**src/rtl/mem_pkg.sv**
```systemverilog
// Shared definitions for the main-memory arbiter.
//   arb_state_e : arbiter FSM states (IDLE -> BURST -> DONE -> IDLE)
//   owner_e     : which cache engine owns the memory port
//   DEF_LINE_WORDS : default beats per line burst
//   WORD_OFF_W     : byte-offset bits within a beat (word address alignment)
package mem_pkg;

  typedef enum logic [1:0] {
    ARB_IDLE  = 2'd0,
    ARB_BURST = 2'd1,
    ARB_DONE  = 2'd2
  } arb_state_e;

  typedef enum logic {
    OWN_I = 1'b0,
    OWN_D = 1'b1
  } owner_e;

  localparam int unsigned DEF_LINE_WORDS = 4;
  localparam int unsigned WORD_OFF_W     = 2;

endpackage

```
**src/rtl/mem_arbiter.sv**
```systemverilog
// mem_arbiter: shares the single main-memory port between the I-cache and
// D-cache refill/writeback engines. Each request is a line burst of
// LINE_WORDS beats; exactly one burst is in flight at a time.
//
// Ports:
//   clk, rst_n            clock, synchronous active-low reset
//   ic_req/ic_addr        I-cache line read request (held until ic_done)
//   ic_rdata/ic_rvalid    read beat returned to the I-cache
//   ic_done               one-cycle pulse when the I burst completes
//   dc_req/dc_we/dc_addr  D-cache request (we=1 writeback, we=0 refill)
//   dc_wdata              write beat, selected by beat_idx
//   dc_rdata/dc_rvalid    read beat returned to the D-cache
//   dc_done               one-cycle pulse when the D burst completes
//   beat_idx              current beat index within the active burst
//   busy_i/busy_d         owner indication during BURST and DONE
//   mem_req/mem_we        beat request / write strobe to memory
//   mem_addr/mem_wdata    beat address and write data to memory
//   mem_rdata/mem_ready   read data and beat completion from memory
module mem_arbiter
  import mem_pkg::*;
#(
  parameter  int unsigned ADDR_W     = 32,
  parameter  int unsigned DATA_W     = 32,
  parameter  int unsigned LINE_WORDS = DEF_LINE_WORDS,
  localparam int unsigned BEAT_W     = $clog2(LINE_WORDS)
) (
  input  logic              clk,
  input  logic              rst_n,
  input  logic              ic_req,
  input  logic [ADDR_W-1:0] ic_addr,
  output logic [DATA_W-1:0] ic_rdata,
  output logic              ic_rvalid,
  output logic              ic_done,
  input  logic              dc_req,
  input  logic              dc_we,
  input  logic [ADDR_W-1:0] dc_addr,
  input  logic [DATA_W-1:0] dc_wdata,
  output logic [DATA_W-1:0] dc_rdata,
  output logic              dc_rvalid,
  output logic              dc_done,
  output logic [BEAT_W-1:0] beat_idx,
  output logic              busy_i,
  output logic              busy_d,
  output logic              mem_req,
  output logic              mem_we,
  output logic [ADDR_W-1:0] mem_addr,
  output logic [DATA_W-1:0] mem_wdata,
  input  logic [DATA_W-1:0] mem_rdata,
  input  logic              mem_ready
);

  localparam int unsigned LINE_LSB = BEAT_W + WORD_OFF_W;
  localparam int unsigned LINE_W   = ADDR_W - LINE_LSB;
  localparam logic [BEAT_W-1:0] LAST_BEAT = BEAT_W'(LINE_WORDS - 1);

  // Single requester wins outright; on a tie D wins unless it was granted last.
  function automatic owner_e pick_owner(input logic i_req, input logic d_req,
                                        input owner_e last);
    owner_e win;
    if (d_req && !i_req)      win = OWN_D;
    else if (i_req && !d_req) win = OWN_I;
    else if (last == OWN_D)   win = OWN_I;
    else                      win = OWN_D;
    return win;
  endfunction

  arb_state_e        state_q,      state_d;
  owner_e            owner_q,      owner_d;
  owner_e            last_grant_q, last_grant_d;
  logic              we_q,         we_d;
  logic [LINE_W-1:0] line_q,       line_d;
  logic [BEAT_W-1:0] beat_idx_q,   beat_idx_d;

  logic [LINE_W-1:0] ic_line;
  logic [LINE_W-1:0] dc_line;
  logic              in_burst;
  logic              owner_active;
  logic              beat_read;

  // Offset bits of the request addresses select nothing: the burst always
  // starts at beat 0 of the line.
  logic unused_offset_bits;
  assign unused_offset_bits = ^{ic_addr[LINE_LSB-1:0], dc_addr[LINE_LSB-1:0]};

  assign ic_line = ic_addr[ADDR_W-1:LINE_LSB];
  assign dc_line = dc_addr[ADDR_W-1:LINE_LSB];

  always_comb begin
    state_d      = state_q;
    owner_d      = owner_q;
    last_grant_d = last_grant_q;
    we_d         = we_q;
    line_d       = line_q;
    beat_idx_d   = beat_idx_q;
    unique case (state_q)
      ARB_IDLE: begin
        if (ic_req || dc_req) begin
          owner_d      = pick_owner(ic_req, dc_req, last_grant_q);
          last_grant_d = owner_d;
          we_d         = (owner_d == OWN_D) && dc_we;
          line_d       = (owner_d == OWN_D) ? dc_line : ic_line;
          beat_idx_d   = '0;
          state_d      = ARB_BURST;
        end
      end
      ARB_BURST: begin
        if (mem_ready) begin
          // LINE_WORDS is a power of two, so the increment wraps to 0 on the last beat.
          beat_idx_d = beat_idx_q + BEAT_W'(1);
          if (beat_idx_q == LAST_BEAT) state_d = ARB_DONE;
        end
      end
      ARB_DONE: begin
        state_d = ARB_IDLE;
      end
      default: begin
        state_d = ARB_IDLE;
      end
    endcase
  end

  always_ff @(posedge clk) begin
    if (!rst_n) begin
      state_q      <= ARB_IDLE;
      owner_q      <= OWN_I;
      last_grant_q <= OWN_I;
      we_q         <= 1'b0;
      line_q       <= '0;
      beat_idx_q   <= '0;
    end else begin
      state_q      <= state_d;
      owner_q      <= owner_d;
      last_grant_q <= last_grant_d;
      we_q         <= we_d;
      line_q       <= line_d;
      beat_idx_q   <= beat_idx_d;
    end
  end

  assign in_burst     = (state_q == ARB_BURST);
  assign owner_active = (state_q == ARB_BURST) || (state_q == ARB_DONE);
  assign beat_read    = in_burst && !we_q && mem_ready;

  assign busy_i  = owner_active && (owner_q == OWN_I);
  assign busy_d  = owner_active && (owner_q == OWN_D);
  assign ic_done = (state_q == ARB_DONE) && (owner_q == OWN_I);
  assign dc_done = (state_q == ARB_DONE) && (owner_q == OWN_D);

  assign ic_rvalid = beat_read && (owner_q == OWN_I);
  assign dc_rvalid = beat_read && (owner_q == OWN_D);
  assign ic_rdata  = ic_rvalid ? mem_rdata : '0;
  assign dc_rdata  = dc_rvalid ? mem_rdata : '0;

  assign beat_idx  = beat_idx_q;
  assign mem_req   = in_burst;
  assign mem_we    = in_burst && we_q;
  assign mem_addr  = in_burst ? {line_q, beat_idx_q, {WORD_OFF_W{1'b0}}} : '0;
  assign mem_wdata = (in_burst && we_q && (owner_q == OWN_D)) ? dc_wdata : '0;

endmodule

```
**config.mk**
```make
export PLATFORM = sky130hd
export DESIGN_NAME = mem_arbiter
export DESIGN_NICKNAME = d
export VERILOG_FILES = /design/src/rtl/mem_pkg.sv /design/src/rtl/mem_arbiter.sv
export SDC_FILE = /design/constraint.sdc
export NUM_CORES = 1
export LEC_CHECK = 0
export CORE_AREA = 3 3 106 108
export DETAILED_ROUTE_END_ITERATION = 8
export DIE_AREA = 0 0 109 111
export PLACE_DENSITY_LB_ADDON = 0.08
export SLEW_MARGIN = 20
export SYNTH_ARGS = -nofsm -noshare
export SYNTH_HDL_FRONTEND = slang
export SYNTH_SLANG_ARGS = --single-unit
```
**constraint.sdc**
```tcl
create_clock -name clk -period 2.2 [get_ports clk]
set_clock_uncertainty 0.2 [all_clocks]
set_input_delay 0.44 -clock clk [delete_from_list [all_inputs] [get_ports clk]]
set_output_delay 0.44 -clock clk [all_outputs]
set_load 0.02 [all_outputs]
```
==> key figures, run 1 <==
Outcome
  – Status: complete, but fails checks
  – Failing checks: negative setup slack

Setup path
  – Worst Setup SP: state_q[1]
  – Kind of critical path: register to output port
  – CP max FO: 8
  – Slowest library cell on the worst path: dfxtp_2
  – CP Data Arrival Time: around 1800 ps
  – CP Capture Type: output port
  – CP dominant cell by count: buf_6
  – Critical path required time: 1560 ps
  – Reg-to-reg startpoint: state_q[1]
  – CP cell instances: inv_2 > ha_4 > nand2_4 > nor3b_4 > buf_6 > buf_12 > buf_4 > and2_4 > buf_6
  – Critical path's largest stage delay: about 320 ps
  – Startpoint Class: register

Clocking
  – Root buf cell: clkbuf_8
  – Num CTS Buffers: 5
  – TritonCTS clock tree: built
  – Htree depth: 2
  – Clk slew on worst S/H paths: about 70 ps
  – Sink Count: 34
  – CTS max path bufs: 2
  – Worst skew pair latency: approximately 280 ps
  – Post-CTS Hold Fix Bufs: 0

Timing
  – Worst-Margin Slew: about 660 ps
  – Final setup fails: 123
  – Final min period: 2450 ps
  – Crit share post-route: 1.11
  – RSZ-0062 raised after global routing: true
  – Fmax: 408 MHz
  – Final Max Tran Viols: 0
  – Slew headroom: 0.559
  – Final worst slack: -250 ps
  – Final hold violations: 0

Global route
  – Initial antenna violation count: 0
  – GRT Util Overall: 0.254
  – Overflow after GRT: 0
  – Number of global-route vias before repair: ~4100
  – First-pass GRT wire length: roughly 24 mm
  – Largest net degree at the start of global routing: a little under 50

Synthesis
  – Seq/Total Area, Yosys: 0.214
  – Synth cell count leaders: and2_1, dfxtp_1, inv_1
  – Yosys top cell by area: and2_1
  – Cell with the most instances after synthesis: and2_1
  – Unique cell type count in the Yosys netlist: 34
  – Post-synth ARST share: 0
  – #FFs+latches synth: 34
  – YS warnings: 0
  – Area share of the largest cell type after synthesis: 0.254
  – Cell Area, Synth: 3170 um2
  – Post-synth EDFFs: 0
  – Syn_area_per_cell: slightly above 8 um2
  – Post-Synthesis Cells: 390
  – Largest cells by area after synthesis: and2_1, dfxtp_1, a2111oi_4
  – Top FF cell, synth: dfxtp_1

Power
  – P_sw: around 1.1 mW
  – Pwr dens: 414 nW/um2
  – Internal power: between 1.5 and 2 mW
  – Clk network pwr share: 0.172
  – Reg power frac: 0.263
  – Peak VDD IR: between 0.2 and 0.3 mV
  – Switching Share: 0.369
  – P_leak: ~3 nW
  – Combinational Power Share: 0.565

Floorplan
  – # rows: 37
  – Die X: between 100 and 150 um
  – Core area: roughly 10000 um2
  – Die H: between 100 and 150 um
  – Top Ports: approximately 270
  – Die Footprint: ~12000 um2
  – Starting Density: 0.307

Detailed routing
  – Via density: roughly 5.0
  – Initial DRC Count: 178
  – Post-Route WL: roughly 17 mm
  – DRT antenna net count: 0
  – Avg WL per Cell: 21.0 um
  – Total iterations of the first detailed-routing run: 4
  – Via count: around 4000
  – # DRC: 0

Final layout
  – Layout cells sized above 1: 0.499
  – Final Instance Area: approximately 7000 um2
  – Filler cell count: 840
  – Fin nets: approximately 820
  – Area Growth Syn to Fin: 119%
  – # diodes: 0

Hold path
  – HP Start: line_q[24]
  – Worst hold path type: register to register

Placed design
  – DP HPWL: approximately 12 mm
  – Placement Cell Area: 6030 um2
  – Placer Congestion: just over 0.9
  – Port buffer count: about 260
  – Place WS: -666 ps

Job
  – Max cap viols: 0
[per-stage QoR]
step	total power, mW	utilization	hold slack [ps]	TNS (ps)	std cells
final	2.88	0.674	333	-14910	813
after detailed placement	2.09	0.584	323	-53140	771
after global placement	2.08	0.584	310	-49660	771
after global routing	3.03	0.674	358	-22960	813
after CTS	2.74	0.656	333	-9960	806
after floorplan	1.43	-	300	0	391
[cells in the final DEF, fill, tap and decap left out, types with 3 or more instances in the layout]
cell,n
buf_6,140
clkdlybuf4s50_1,125
and2_4,105
inv_1,31
dfxtp_1,31
o21ai_0,29
o2111ai_1,28
nor3b_1,27
buf_4,26
and2_1,24
buf_2,16
a2111oi_0,14
buf_12,11
a2111oi_4,10
clkbuf_8,6
a21oi_1,4
inv_2,3
nor2b_1,3
ha_4,3
dfxtp_2,3
[metal layers]
| metal | vias to the layer above | track usage | share of wire |
|---|---|---|---|
| met5 | - | 0 | 0 |
| met4 | 0 | 0.0875 | 0.031 |
| met3 | 31 | 0.0775 | 0.083 |
| met2 | 156 | 0.443 | 0.50 |
| met1 | 1971 | 0.288 | 0.39 |
| li1 | 1946 | - | - |
[area by class of cell]
| cell class | instances | area (um2) | area share |
|---|---|---|---|
| inverter | 34 | 128 | 0.0183 |
| timing repair buffer | 323 | 3410 | 0.490 |
| sequential | 34 | 684 | 0.0983 |
| clock inverter | 1 | 5.00 | 0.000719 |
| clock buffer | 7 | 86.3 | 0.0124 |
| tap | 136 | 170 | 0.0245 |
| multi-input combinational | 278 | 2470 | 0.355 |
[power groups by stage]
stage	combinational (mW)	sequential [mW]	clock [mW]
after floorplan	0.679	0.749	0
after global placement	1.32	0.759	0
after detailed placement	1.33	0.762	0
after CTS	1.48	0.753	0.504
after global routing	1.72	0.768	0.536
final	1.63	0.757	0.495
[kinds of logic (layout without fill, tap and decap cells)]
group           count (synthesis)  count (layout)  synth area share
buf+inv                        80             365             0.115
other cells                     1               2           0.00118
fa+ha+maj                       5               5            0.0197
compound gates                 97              97             0.289
simple gates                  172             173             0.357
flops                          34              34             0.214
mux                             1               1           0.00315
[sequential cells by signal (all words and copies together), names as in the netlist]
name / count
we_q: 1
line_q: 28
last_grant_q: 1
state_q: 2
beat_idx: 2
[what timing repair did]
action                     4_1_cts  5_1_grt
pin swaps                       27       29
resized for setup              733      152
cloned                           6        3
setup endpoints to repair      133      145
buffers inserted                21       11
hold endpoints to repair         0        0
[worst max-delay path: cells and delay by family (launching register included)]
kind          cells  cell delay, ps
buf+inv           5             590
flops             1             320
fa+ha+maj         1             160
simple gates      3             450
[final timing paths]
kind | to | slack (ps) | cells after the start
setup / recovery | dc_rdata[22] | -250 | 9
hold reg to reg | line_q[24] | 330 | 2
hold / removal | line_q[24] | 330 | 2
setup reg to reg | beat_idx[0] | -130 | 11
Note: power is estimated with default switching activity, not from simulation.
==> run 2: changes to the inputs <==
Settings changed: PLACE_DENSITY set to 0.85, PLACE_DENSITY_LB_ADDON 0.08 to not set.
==> run 2 against run 1 <==
Net effect:
- the run still ends with negative setup slack left
- wire length decreased by 18%
- register-to-register slack improved by 230 ps
- core utilization decreased by 7.9 points
- die area unchanged
- power decreased by 12%
- global-route usage decreased by 4.1 points
- first-iteration DRC count increased by 50%
- sequential power decreased by 0.5%
- worst setup slack improved by 59 ps
- maximum frequency increased by 2.5%
- critical path type unchanged
==> key figures, run 2 (synthesis gave the netlist of run 1 again) <==
Detailed routing
  – Avg WL per Cell: 17.9 um (-15%)
  – Initial DRC Count: 267 (+50%)
  – Via density: 5.06 (+0.26%)
  – # DRC: 0 (unchanged)
  – Via count: 3973 (-3.2%)
  – Total iterations of the first detailed-routing run: 5 (+1)
  – DRT antenna net count: 0 (unchanged)
  – Post-Route WL: 14.1 mm (-18%)

Setup path
  – Kind of critical path: register to output port
  – Critical path required time: 1560 ps (about the same)
  – Slowest library cell on the worst path: dfxtp_2
  – Delay-heaviest family, CP: buffers and inverters
  – CP cell instances: inv_4 > ha_4 > nand2_4 > nor3b_4 > buf_6 > buf_16 > buf_12 > and2_4 > buf_6
  – Startpoint Class: register
  – R2R depth: 8 (-3)
  – CP dominant cell by count: buf_6
  – Critical path's largest stage delay: 340 ps (+20 ps)
  – Buf+Inv Stages, Crit Path: 5 (unchanged)
  – R2R Path End: beat_idx[0]
  – CP Capture Type: output port
  – CP max FO: 5 (-3)
  – CP Data Arrival Time: 1750 ps (-60 ps)
  – Reg-to-reg startpoint: state_q[1]
  – R2r setup slk: 100 ps (+230 ps)

Final layout
  – Flip-flop and latch area: 684 um2 (unchanged)
  – Fin util: 0.595 (-0.0787)
  – Fin nets: 789 (-3.2%)
  – Multi-input logic area: 2220 um2 (-10%)
  – Most frequent cells in the layout: clkdlybuf4s50_1, and2_1, buf_4
  – Layout cells sized above 1: 0.345 (-0.154)
  – Area Growth Syn to Fin: 93.7%
  – Max FFs per register: 28 (unchanged)
  – Final Instance Area: 6150 um2 (-12%)
  – Top reg by flops: line_q
  – # diodes: 0 (unchanged)
  – Filler cell count: 881 (+4.9%)
  – Most common cell after layout, fill and taps aside: clkdlybuf4s50_1

Timing
  – Final Max Tran Viols: 0 (unchanged)
  – Final min period: 2390 ps (-58.8 ps)
  – Crit share post-route: 1.09 (-0.0267)
  – Slew headroom: 0.513 (-0.0455)
  – Final setup fails: 96 (-22%)
  – Final hold violations: 0 (unchanged)
  – Fmax: 418 MHz (+2.5%)
  – Final worst slack: -191 ps (+58.8 ps)
  – RSZ-0062 raised after global routing: true
  – WHS: 319 ps (-14.2 ps)
  – TNS Setup: -11070 ps (+3840 ps)
  – Worst-Margin Slew: 730 ps (+68.3 ps)

Floorplan
  – Die X: 109 um (unchanged)
  – Core area: 10300 um2 (unchanged)
  – # rows: 37 (unchanged)
  – Top Ports: 272 (unchanged)
  – Die Footprint: 12100 um2 (unchanged)
  – Die H: 111 um (unchanged)
  – Starting Density: 0.307 (unchanged)

Global route
  – M3 GR Usage: 0.0483 (-0.0291)
  – Largest net degree at the start of global routing: 60 (+22%)
  – First-pass GRT wire length: 20.8 mm (-13%)
  – Initial antenna violation count: 0 (unchanged)
  – Number of global-route vias before repair: 3980 (-2.5%)
  – Met1 Resource Use GR: 0.218 (-0.0704)
  – Met2 Use GR: 0.417 (-0.0262)
  – Overflow after GRT: 0 (unchanged)
  – GRT Util Overall: 0.213 (-0.0407)
  – Gr busiest metal: met2

Clocking
  – Worst skew pair latency: 280 ps (about the same)
  – TritonCTS clock tree: built
  – Htree depth: 2 (unchanged)
  – Post-CTS Hold Fix Bufs: 0 (unchanged)
  – Num CTS Buffers: 5 (unchanged)
  – Root buf cell: clkbuf_8
  – Clk slew on worst S/H paths: 70 ps (about the same)
  – CTS max path bufs: 2 (unchanged)
  – Sink Count: 34 (unchanged)

Hold path
  – Worst hold path type: register to register
  – HP Start: beat_idx[1]
  – Hold depth: 2 (unchanged)
  – Worst Hold End: beat_idx[1]

Placed design
  – Placement Cell Area: 6000 um2 (-0.46%)
  – DP HPWL: 10.3 mm (-12%)
  – Placer Congestion: 0.823 (-10%)
  – Place WS: -662 ps (+3.29 ps)
  – Port buffer count: 261 (unchanged)

Power
  – Peak VDD IR: 0.365 mV (+34%)
  – P_leak: 2.59 nW (-14%)
  – Pwr dens: 411 nW/um2 (-0.60%)

Job
  – Max cap viols: 0 (unchanged)

Outcome
  – Status: complete, but fails checks
  – Failing checks: negative setup slack
==> run 2: cell types whose count changed in the layout (fill, tap and decap cells not counted), moves of 3 or more <==
| cell | before | now |
|---|---|---|
| and2_1 | 24 | 109 |
| and2_4 | 105 | 20 |
| buf_2 | 16 | 39 |
| buf_4 | 26 | 51 |
| buf_6 | 140 | 35 |
| clkdlybuf4s15_2 | 0 | 33 |
| dlygate4sd2_1 | 1 | 4 |
==> run 2: what timing repair did <==
action | CTS | global route
resized for setup | 602 | 24
gates cloned | 2 | 0
pin swaps | 8 | 6
setup endpoints to repair | 134 | 115
setup buffers | 6 | 1
==> run 2: report_power, final <==
| group | internal (mW) | switching, mW | total, mW |
|---|---|---|---|
| clock network | 0.242 | 0.226 | 0.467 |
| registers | 0.705 | 0.0477 | 0.753 |
| logic | 0.638 | 0.670 | 1.31 |
| total | 1.59 | 0.943 | 2.53 |
==> run 2: final cells by class <==
| type | instances | share of cell area |
|---|---|---|
| Sequential cell | 34 | 0.111 |
| Clock buffer | 6 | 0.0134 |
| Timing Repair Buffer | 298 | 0.464 |
| Tap cell | 136 | 0.0277 |
| Inverter | 34 | 0.0216 |
| Multi-Input combinational cell | 277 | 0.362 |
==> run 2: layer usage <==
metal / wire length (um) / share of wire
met1: 4940 / 0.35
met3: 1100 / 0.078
met4: 298 / 0.021
met2: 7730 / 0.55
met5: 0 / 0
==> run 2: worst register-to-register path, delay by kind of cell (launching register included) <==
family,cells,cell delay (ps)
buf+inv,4,460
flops,1,350
compound gates,1,140
fa+ha+maj,1,200
simple gates,2,690
==> run 2: per-stage QoR <==
stage | power [mW] | cells
2_1_floorplan | 1.43 | 391
3_3_place_gp | 2.02 | 771
3_5_place_dp | 2.05 | 771
4_1_cts | 2.50 | 785
5_1_grt | 2.67 | 785
6_report | 2.53 | 785
==> run 2: worst max-delay path by stage <==
| stage | startpoint | end | slack (ps) | cells past startpoint |
|---|---|---|---|---|
| 4_1_cts | state_q[1] | dc_rdata[6] | -140 | 9 |
| 5_1_grt | state_q[1] | dc_rdata[16] | -280 | 9 |
| 3_5_place_dp | mem_ready | dc_rdata[10] | -660 | 6 |
| 2_1_floorplan | state_q[1] | dc_rdata[22] | 3 | 6 |
| 6_report | state_q[1] | dc_rdata[16] | -190 | 9 |
| 3_3_place_gp | mem_ready | dc_rdata[21] | -620 | 6 |
